### config.mk
export PLATFORM = sky130hd
export DESIGN_NAME = bootram_loader
export DESIGN_NICKNAME = d
export VERILOG_FILES = /design/src/rtl/bootram_pkg.sv /design/src/rtl/spi_shift8.sv /design/src/rtl/bootram_loader.sv
export SDC_FILE = /design/constraint.sdc
export NUM_CORES = 1
export LEC_CHECK = 0
export BUFFER_PORTS_ARGS = -buffer_cell sky130_fd_sc_hd__buf_2
export CAP_MARGIN = 20
export CORE_MARGIN = 8
export CORE_UTILIZATION = 30
export CTS_BUF_LIST = sky130_fd_sc_hd__clkbuf_16
export DETAILED_ROUTE_END_ITERATION = 16
export PLACE_DENSITY = 0.52
export SLEW_MARGIN = 20
export SYNTH_ARGS = -nofsm -noshare
export SYNTH_HDL_FRONTEND = slang
export SYNTH_SLANG_ARGS = --single-unit
### constraint.sdc
create_clock -name clk -period 2.8 [get_ports clk]
set_input_delay 0.84 -clock clk [delete_from_list [all_inputs] [get_ports clk]]
set_output_delay 0.84 -clock clk [all_outputs]
set_load 0.05 [all_outputs]
### src/rtl/bootram_pkg.sv
// bootram_pkg: shared constants and FSM encoding for the boot RAM loader
package bootram_pkg;
  localparam logic [7:0] SPI_CMD_READ = 8'h03;
  localparam int CS_HIGH_MULT = 4;
  typedef enum logic [2:0] {IDLE, CMD, ADDR, DATA, WRITE, FINISH} state_t;
endpackage

### src/rtl/spi_shift8.sv
// spi_shift8: SPI mode-0 byte engine, MSB first; a start on the final falling edge chains bytes gaplessly
module spi_shift8 #(
  parameter int SCK_HALF = 2
) (
  input  logic       clk,
  input  logic       reset,
  input  logic       start,
  input  logic [7:0] tx,
  input  logic       miso,
  output logic       sck,
  output logic       mosi,
  output logic       done,
  output logic [7:0] rx
);
  localparam int CW = SCK_HALF > 1 ? $clog2(SCK_HALF) : 1;
  logic          active;
  logic [CW-1:0] cnt;
  logic [2:0]    bits;
  logic [7:0]    sr;
  logic          tick;
  assign tick = active && cnt == CW'(SCK_HALF - 1);
  assign done = tick && sck && bits == 3'd7;
  always_ff @(posedge clk)
    if (reset) begin
      active <= 1'b0;
      cnt    <= '0;
      bits   <= '0;
      sr     <= '0;
      sck    <= 1'b0;
      mosi   <= 1'b0;
      rx     <= '0;
    end else if (start) begin
      active <= 1'b1;
      cnt    <= '0;
      bits   <= '0;
      sr     <= {tx[6:0], 1'b0};
      mosi   <= tx[7];
      sck    <= 1'b0;
    end else if (done) begin
      active <= 1'b0;
      cnt    <= '0;
      sck    <= 1'b0;
      mosi   <= 1'b0;
    end else if (tick) begin
      cnt <= '0;
      sck <= !sck;
      if (!sck) rx <= {rx[6:0], miso};
      else begin
        bits <= bits + 3'd1;
        mosi <= sr[7];
        sr   <= {sr[6:0], 1'b0};
      end
    end else if (active) cnt <= cnt + CW'(1);
endmodule

### src/rtl/bootram_loader.sv
// bootram_loader: copies LOAD_LEN bytes from SPI flash into the boot RAM through its NORA write port
module bootram_loader
  import bootram_pkg::*;
#(
  parameter int          BITDEPTH   = 9,
  parameter int          LOAD_LEN   = 512,
  parameter logic [23:0] FLASH_ADDR = 24'h000000,
  parameter int          SCK_HALF   = 2
) (
  input  logic                clk,
  input  logic                reset,
  input  logic                start_i,
  output logic                busy_o,
  output logic                done_o,
  output logic                spi_csn_o,
  output logic                spi_sck_o,
  output logic                spi_mosi_o,
  input  logic                spi_miso_i,
  output logic [BITDEPTH-1:0] slv_addr_o,
  output logic [7:0]          slv_datawr_o,
  output logic                slv_datawr_valid_o,
  output logic                slv_req_o,
  output logic                slv_rwn_o
);
  localparam int FW = $clog2(CS_HIGH_MULT * SCK_HALF);
  state_t              state, nxt;
  logic [BITDEPTH-1:0] cnt;
  logic [1:0]          acnt;
  logic [FW-1:0]       fcnt;
  logic [7:0]          byte_q;
  logic                sh_start, sh_done, last;
  logic [7:0]          sh_tx, sh_rx;
  spi_shift8 #(.SCK_HALF(SCK_HALF)) u_shift (
    .clk  (clk),
    .reset(reset),
    .start(sh_start),
    .tx   (sh_tx),
    .miso (spi_miso_i),
    .sck  (spi_sck_o),
    .mosi (spi_mosi_o),
    .done (sh_done),
    .rx   (sh_rx)
  );
  assign last = cnt == BITDEPTH'(LOAD_LEN - 1);
  always_comb begin
    nxt      = state;
    sh_start = 1'b0;
    sh_tx    = 8'h00;
    case (state)
      IDLE: if (start_i) begin
        nxt      = CMD;
        sh_start = 1'b1;
        sh_tx    = SPI_CMD_READ;
      end
      CMD: if (sh_done) begin
        nxt      = ADDR;
        sh_start = 1'b1;
        sh_tx    = FLASH_ADDR[23:16];
      end
      ADDR: if (sh_done) begin
        nxt      = acnt == 2'd2 ? DATA : ADDR;
        sh_start = 1'b1;
        sh_tx    = acnt == 2'd0 ? FLASH_ADDR[15:8] : acnt == 2'd1 ? FLASH_ADDR[7:0] : 8'h00;
      end
      DATA: if (sh_done) nxt = WRITE;
      WRITE: begin
        nxt      = last ? FINISH : DATA;
        sh_start = !last;
      end
      FINISH: if (fcnt == FW'(CS_HIGH_MULT * SCK_HALF - 1)) nxt = IDLE;
      default: nxt = IDLE;
    endcase
  end
  always_ff @(posedge clk)
    if (reset) begin
      state  <= IDLE;
      cnt    <= '0;
      acnt   <= '0;
      fcnt   <= '0;
      byte_q <= '0;
      done_o <= 1'b0;
    end else begin
      state <= nxt;
      acnt  <= state != ADDR ? 2'd0 : sh_done ? acnt + 2'd1 : acnt;
      fcnt  <= state == FINISH ? fcnt + FW'(1) : '0;
      if (state == IDLE && start_i) begin
        cnt    <= '0;
        done_o <= 1'b0;
      end
      if (state == DATA && sh_done) byte_q <= sh_rx;
      if (state == WRITE) cnt <= cnt + BITDEPTH'(1);
      if (state == FINISH && nxt == IDLE) done_o <= 1'b1;
    end
  assign busy_o             = state != IDLE;
  assign spi_csn_o          = state == IDLE || state == FINISH;
  assign slv_req_o          = state == WRITE;
  assign slv_datawr_valid_o = state == WRITE;
  assign slv_rwn_o          = state != WRITE;
  assign slv_addr_o         = cnt;
  assign slv_datawr_o       = byte_q;
endmodule

Yosys cells after proc, flatten, opt, wreduce, memory -nomap -nowiden
Index checks and enable logic that the tools add are counted.
{"block": "classes", "add_sub_neg": 5, "eq_ne": 12, "n_mux": 27, "bitwise": 4, "reduce_logical": 29}
{"operator": "$mux 8", "n": 4}
{"operator": "$mux 3", "n": 6}
{"operator": "$mux 9", "n": 2}
{"operator": "$pmux 3 s6", "n": 1}
{"operator": "$eq 3x3->1 const B", "n": 4}
{"operator": "$mux 1", "n": 11}
{"operator": "$reduce_bool 2->1", "n": 5}
{"operator": "$add 9x1->9 const B", "n": 1}
{"operator": "$eq 9x9->1 const B", "n": 1}
{"operator": "$reduce_bool 3->1", "n": 3}
{"operator": "$reduce_or 2->1", "n": 4}
{"operator": "$add 3x1->3 const B", "n": 2}
{"operator": "$eq 3x2->1 const B", "n": 2}
{"operator": "$logic_and 1x1->1", "n": 6}
{"operator": "$logic_not 3->1", "n": 2}
{"operator": "$reduce_and 3->1", "n": 2}
{"operator": "$mux 2", "n": 2}
{"operator": "$not 1->1", "n": 4}
{"operator": "$reduce_and 4->1", "n": 1}
{"operator": "$reduce_or 4->1", "n": 1}
{"operator": "$eq 3x1->1 const B", "n": 1}
{"operator": "$ne 3x2->1 const B", "n": 1}
{"operator": "$ne 3x3->1 const B", "n": 1}
{"operator": "$pmux 1 s3", "n": 1}
{"operator": "other kinds (8)", "n": 9}
{"block": "word_totals", "reg_bits": 48, "input_bits": 4, "output_inout_bits": 25, "wordCells": 90}

Logic depth before layout (Yosys ltp)
{"block": "logic_depth", "ltp_word": 8, "ltp_mapped": 9, "depth_no_buf": 8}

Hierarchy
A second synthesis with hierarchy kept.
{"block": "hier_totals", "hier_cells": 247, "hier_area_um2": 2293.4}
{"mod": "bootram_loader", "n_inst": 1, "cells_each": 149, "area_per_inst_um2": 1300.0, "seq_area_each_um2": 520.5}
{"mod": "spi_shift8", "n_inst": 1, "cells_each": 98, "area_per_inst_um2": 993.5, "seq_area_each_um2": 440.4}

Worst setup path after synthesis
No wires, ideal clock.
{"block": "synth_path", "path_kind": "register to register", "from": "register cnt[0], in the netlist slv_addr_o[0]", "to": "register u_shift.bits[0]", "setup_time_ns": 0.070, "t_arrival_ns": 2.363, "t_required_ns": 2.730, "slack_ns": 0.367, "stages_incl_launch_ff": 10, "n_path_buf": 1, "period_less_slack_ns": 2.433, "cell_sequence": "dfxtp_1 -> ha_1 -> nand3_1 -> nor3_1 -> ha_1 -> nor2b_1 -> o21ai_1 -> nand2b_1 -> clkbuf_1 -> a21oi_1"}
{"block": "synth_between", "elab_chain_cells": 4}
{"element": "from (decl)", "line_no": "bootram_loader.sv:27", "rtl": "logic [BITDEPTH-1:0] cnt;"}
{"element": "from (signal assigned)", "line_no": "bootram_loader.sv:91", "rtl": "if (state == WRITE) cnt <= cnt + BITDEPTH'(1);"}
{"element": "$eq 9x9->1", "line_no": "bootram_loader.sv:44", "rtl": "assign last = cnt == BITDEPTH'(LOAD_LEN - 1);"}
{"element": "$logic_not 1->1", "line_no": "bootram_loader.sv:68", "rtl": "sh_start = !last;"}
{"element": "$pmux 1 s3", "line_no": "bootram_loader.sv:49", "rtl": "case (state)"}
{"element": "$reduce_or 2->1 (no source line)"}
{"element": "to (signal assigned)", "line_no": "spi_shift8.sv:49", "rtl": "bits <= bits + 3'd1;"}
{"element": "to (decl)", "line_no": "spi_shift8.sv:18", "rtl": "logic [2:0] bits;"}
No other way between the ends.
A chain may end at the register's enable or synchronous reset.

Worst setup path after layout
{"block": "layout_path", "from": "register state[2]", "to": "output slv_datawr_valid_o"}
{"block": "layout_between", "elab_chain_cells": 1}
{"element": "from (decl)", "line_no": "bootram_loader.sv:26", "rtl": "state_t state, nxt;"}
{"element": "from (signal assigned)", "line_no": "bootram_loader.sv:83", "rtl": "state <= nxt;"}
{"element": "$eq 3x3->1", "line_no": "bootram_loader.sv:97", "rtl": "assign slv_datawr_valid_o = state == WRITE;"}
{"element": "to (decl)", "line_no": "bootram_loader.sv:21", "rtl": "output logic slv_datawr_valid_o,"}
No other way between the ends.

==> flow_summary.ini <==
[final_layout]
fillCellCount = 732
antenna_cells = 0
area_growth_pct = 17.40
fin_util_pct = 36.24
drive_above_1_share_pct = 16.61
nets = 287

[grt]
antenna_found_initial = 0
overflow = 0
grt_usage_pct = 9.893
grt_max_degree = 35
grt_pass1_wl_mm = 8.024
grt_pass1_vias = 1719

[synthesis]
synth_ff_type = dfxtp_1
netlist_area_mm2 = 0.002086
synth.avg_cell_area_um2 = 8.244
seq_area_frac_synth_pct = 46.07
synth_edf_count = 0
synth-seq-cells = 48
synth-async-reset-ratio_pct = 0
synth_cells = 253
synth.distinct_cells = 42
syn_nets = 264
ys_warn_count = 0

[hold_path]
worst_hold_path_type = reg2reg

[floorplan]
fp-row-count = 30
dieHeight_um = 99.38
dieArea_mm2 = 0.009876
core-area_mm2 = 0.006756
start_util_pct = 30.87
fp.dieW_um = 99.38
ios = 29

[worst_setup_path]
regToRegSetupSlack_ns = 0.53
cpMaxStageDelayCell = dfxtp_1
end_kind = output pin
reg2reg_from = slv_addr_o[0]
startpoint = state[2]
cp_slowest_stage_delay_ns = 0.50
worst_r2r_path_depth = 9
arrival_ns = 1.67
worstReg2RegEnd = u_shift.sr[1]
crit_chain = or3b_1 -> clkinv_2 -> buf_2
cp_num_cells = 3
crit_buf_inv = 2
criticalPathCategory = reg2out
critPathLaunchType = register
critPathCapture = slv_datawr_valid_o
cp_max_fo = 11
required_ns = 1.96
crit_family = flip-flops

[drt]
num_vias = 1803
avgViaCountPerCell = 5.050
final_antenna_net_count = 0
dr.first_iter.drc_count = 89
drc = 0
wire_per_inst_um = 12.88
first_pass_iters = 4
routed_wl_mm = 4.597

[timing]
hold-worst-slack_ns = 0.4347
drv_slew = 0
fin_crit_sh_pct = 89.61
fin_setup_tns_ns = 0
tightest_slew_ns = 0.5359
finalHoldViolCount = 0
rsz0062_at_grt = no
finalClockSkew_ns = 0.005963
setup_slack_ns = 0.2909
period_needed_ns = 2.509
fmax_mhz = 398.6
max-slew-margin-rel_pct = 64.14
setup_viol = 0

[clock_tree]
ctsHoldBuffers = 0
cts_resized = 0
cts.sinks = 48
cts_setup_buffers = 0
htree_num_levels = 2
cts_buffer_depth = 2
path_clk_slew_ns = 0.06
cts-root-buf = clkbuf_16
cts-buffers-inserted = 5
clk-insertion-delay-late_ns = 0.28
cts_tree = yes

[power]
power_density_mw_per_mm2 = 588.4
totalPowerFinal_mw = 1.441
ir_drop_mv = 0.2141
leakage_nw = 0.9349

[placement]
pre_cts_ws_ns = 0.5279
routabilityCongestion = 0.7378
hpwlAfterDp_mm = 3.185
port_buffers = 28

[run_status]
run_status = complete, no violations

[flow_run]
maxCapViolations = 0
## cell usage in the layout (no fill, tap or decap), types with 4 or more instances in the layout
master / instances
or3_1: 5
buf_2: 28
nor2b_1: 5
nor2_1: 16
buf_4: 4
o21ai_0: 22
dfxtp_1: 48
or2_2: 4
nand2_1: 32
clkbuf_16: 5
nor3_1: 4
ha_1: 7
nand3_1: 14
inv_1: 5
a21oi_1: 34
## final cells by class
type	count	area, um2	area share, %
clock buffers	5	125.1	5.110
multi-input cells	184	1033	42.21
clock inverters	3	38.79	1.584
well taps	80	100.1	4.088
inverters	5	20.02	0.8176
repair buffers	32	170.2	6.949
flip-flops and latches	48	960.9	39.24
## cell usage after synthesis, drive strengths merged, types with 4 or more instances
| cell type | number | area share (%) |
|---|---|---|
| ha | 7 | 4.2 |
| or3 | 5 | 1.5 |
| nor3 | 4 | 0.96 |
| nor2b | 5 | 1.5 |
| inv | 4 | 0.72 |
| o21ai | 23 | 5.5 |
| nand3 | 14 | 3.4 |
| a21oi | 35 | 8.6 |
| or2 | 5 | 1.5 |
| nor2 | 16 | 2.9 |
| nand2 | 32 | 5.8 |
| clkbuf | 10 | 1.8 |
| buf | 6 | 1.6 |
| dfxtp | 48 | 46 |
## flip-flops by register name, indices dropped and copies added (netlist names)
name,flops
slv_datawr_o,8
u_shift.mosi,1
u_shift.cnt,1
slv_addr_o,9
state,3
u_shift.sck,1
done_o,1
u_shift.bits,3
fcnt,3
u_shift.rx,8
u_shift.active,1
u_shift.sr,7
acnt,2
## how the worst min path moves through the flow
stage               slack [ns]  startpoint      end  depth (start not counted)
floorplan                 0.41     fcnt[0]  fcnt[0]                          1
global placement          0.43     fcnt[0]  fcnt[0]                          1
detailed placement        0.43     fcnt[0]  fcnt[0]                          1
CTS                       0.44     fcnt[0]  fcnt[0]                          1
global route              0.45     fcnt[0]  fcnt[0]                          1
finish                    0.43     fcnt[0]  fcnt[0]                          1
## cells by family (layout without fill, tap and decap cells)
group,count (synthesis),in the layout,synth area share [%]
xor gates and xnor gates,3,3,1.260
adders and majority gates,7,7,4.199
and+or+nand+nor,98,98,23.04
DFF,48,48,46.07
buffers and inverters,21,45,4.378
AOI/OAI and AO/OA,76,76,21.06
## through the flow
stage                     instance area, um2  instances
final                                   2449        357
after global routing                    2449        357
after CTS                               2449        357
after detailed placement                2285        349
after global placement                  2285        349
after floorplan                         2086        253
## routing by layer
| metal | track usage (%) | up-vias | wire (um) |
|---|---|---|---|
| li1 | - | 938 | - |
| met4 | 4.307 | 0 | 48 |
| met5 | 0 | - | 0 |
| met1 | 12.51 | 831 | 2341 |
| met2 | 14.88 | 30 | 1996 |
| met3 | 3.352 | 4 | 210 |
## power by group
part	internal [mW]	leakage [nW]	total, mW	switching (mW)
clock	0.416	0.0850	0.659	0.243
sequential	0.691	0.388	0.703	0.0120
combinational	0.0244	0.462	0.0789	0.0546
No activity file was read; power rests on OpenSTA's default activity.
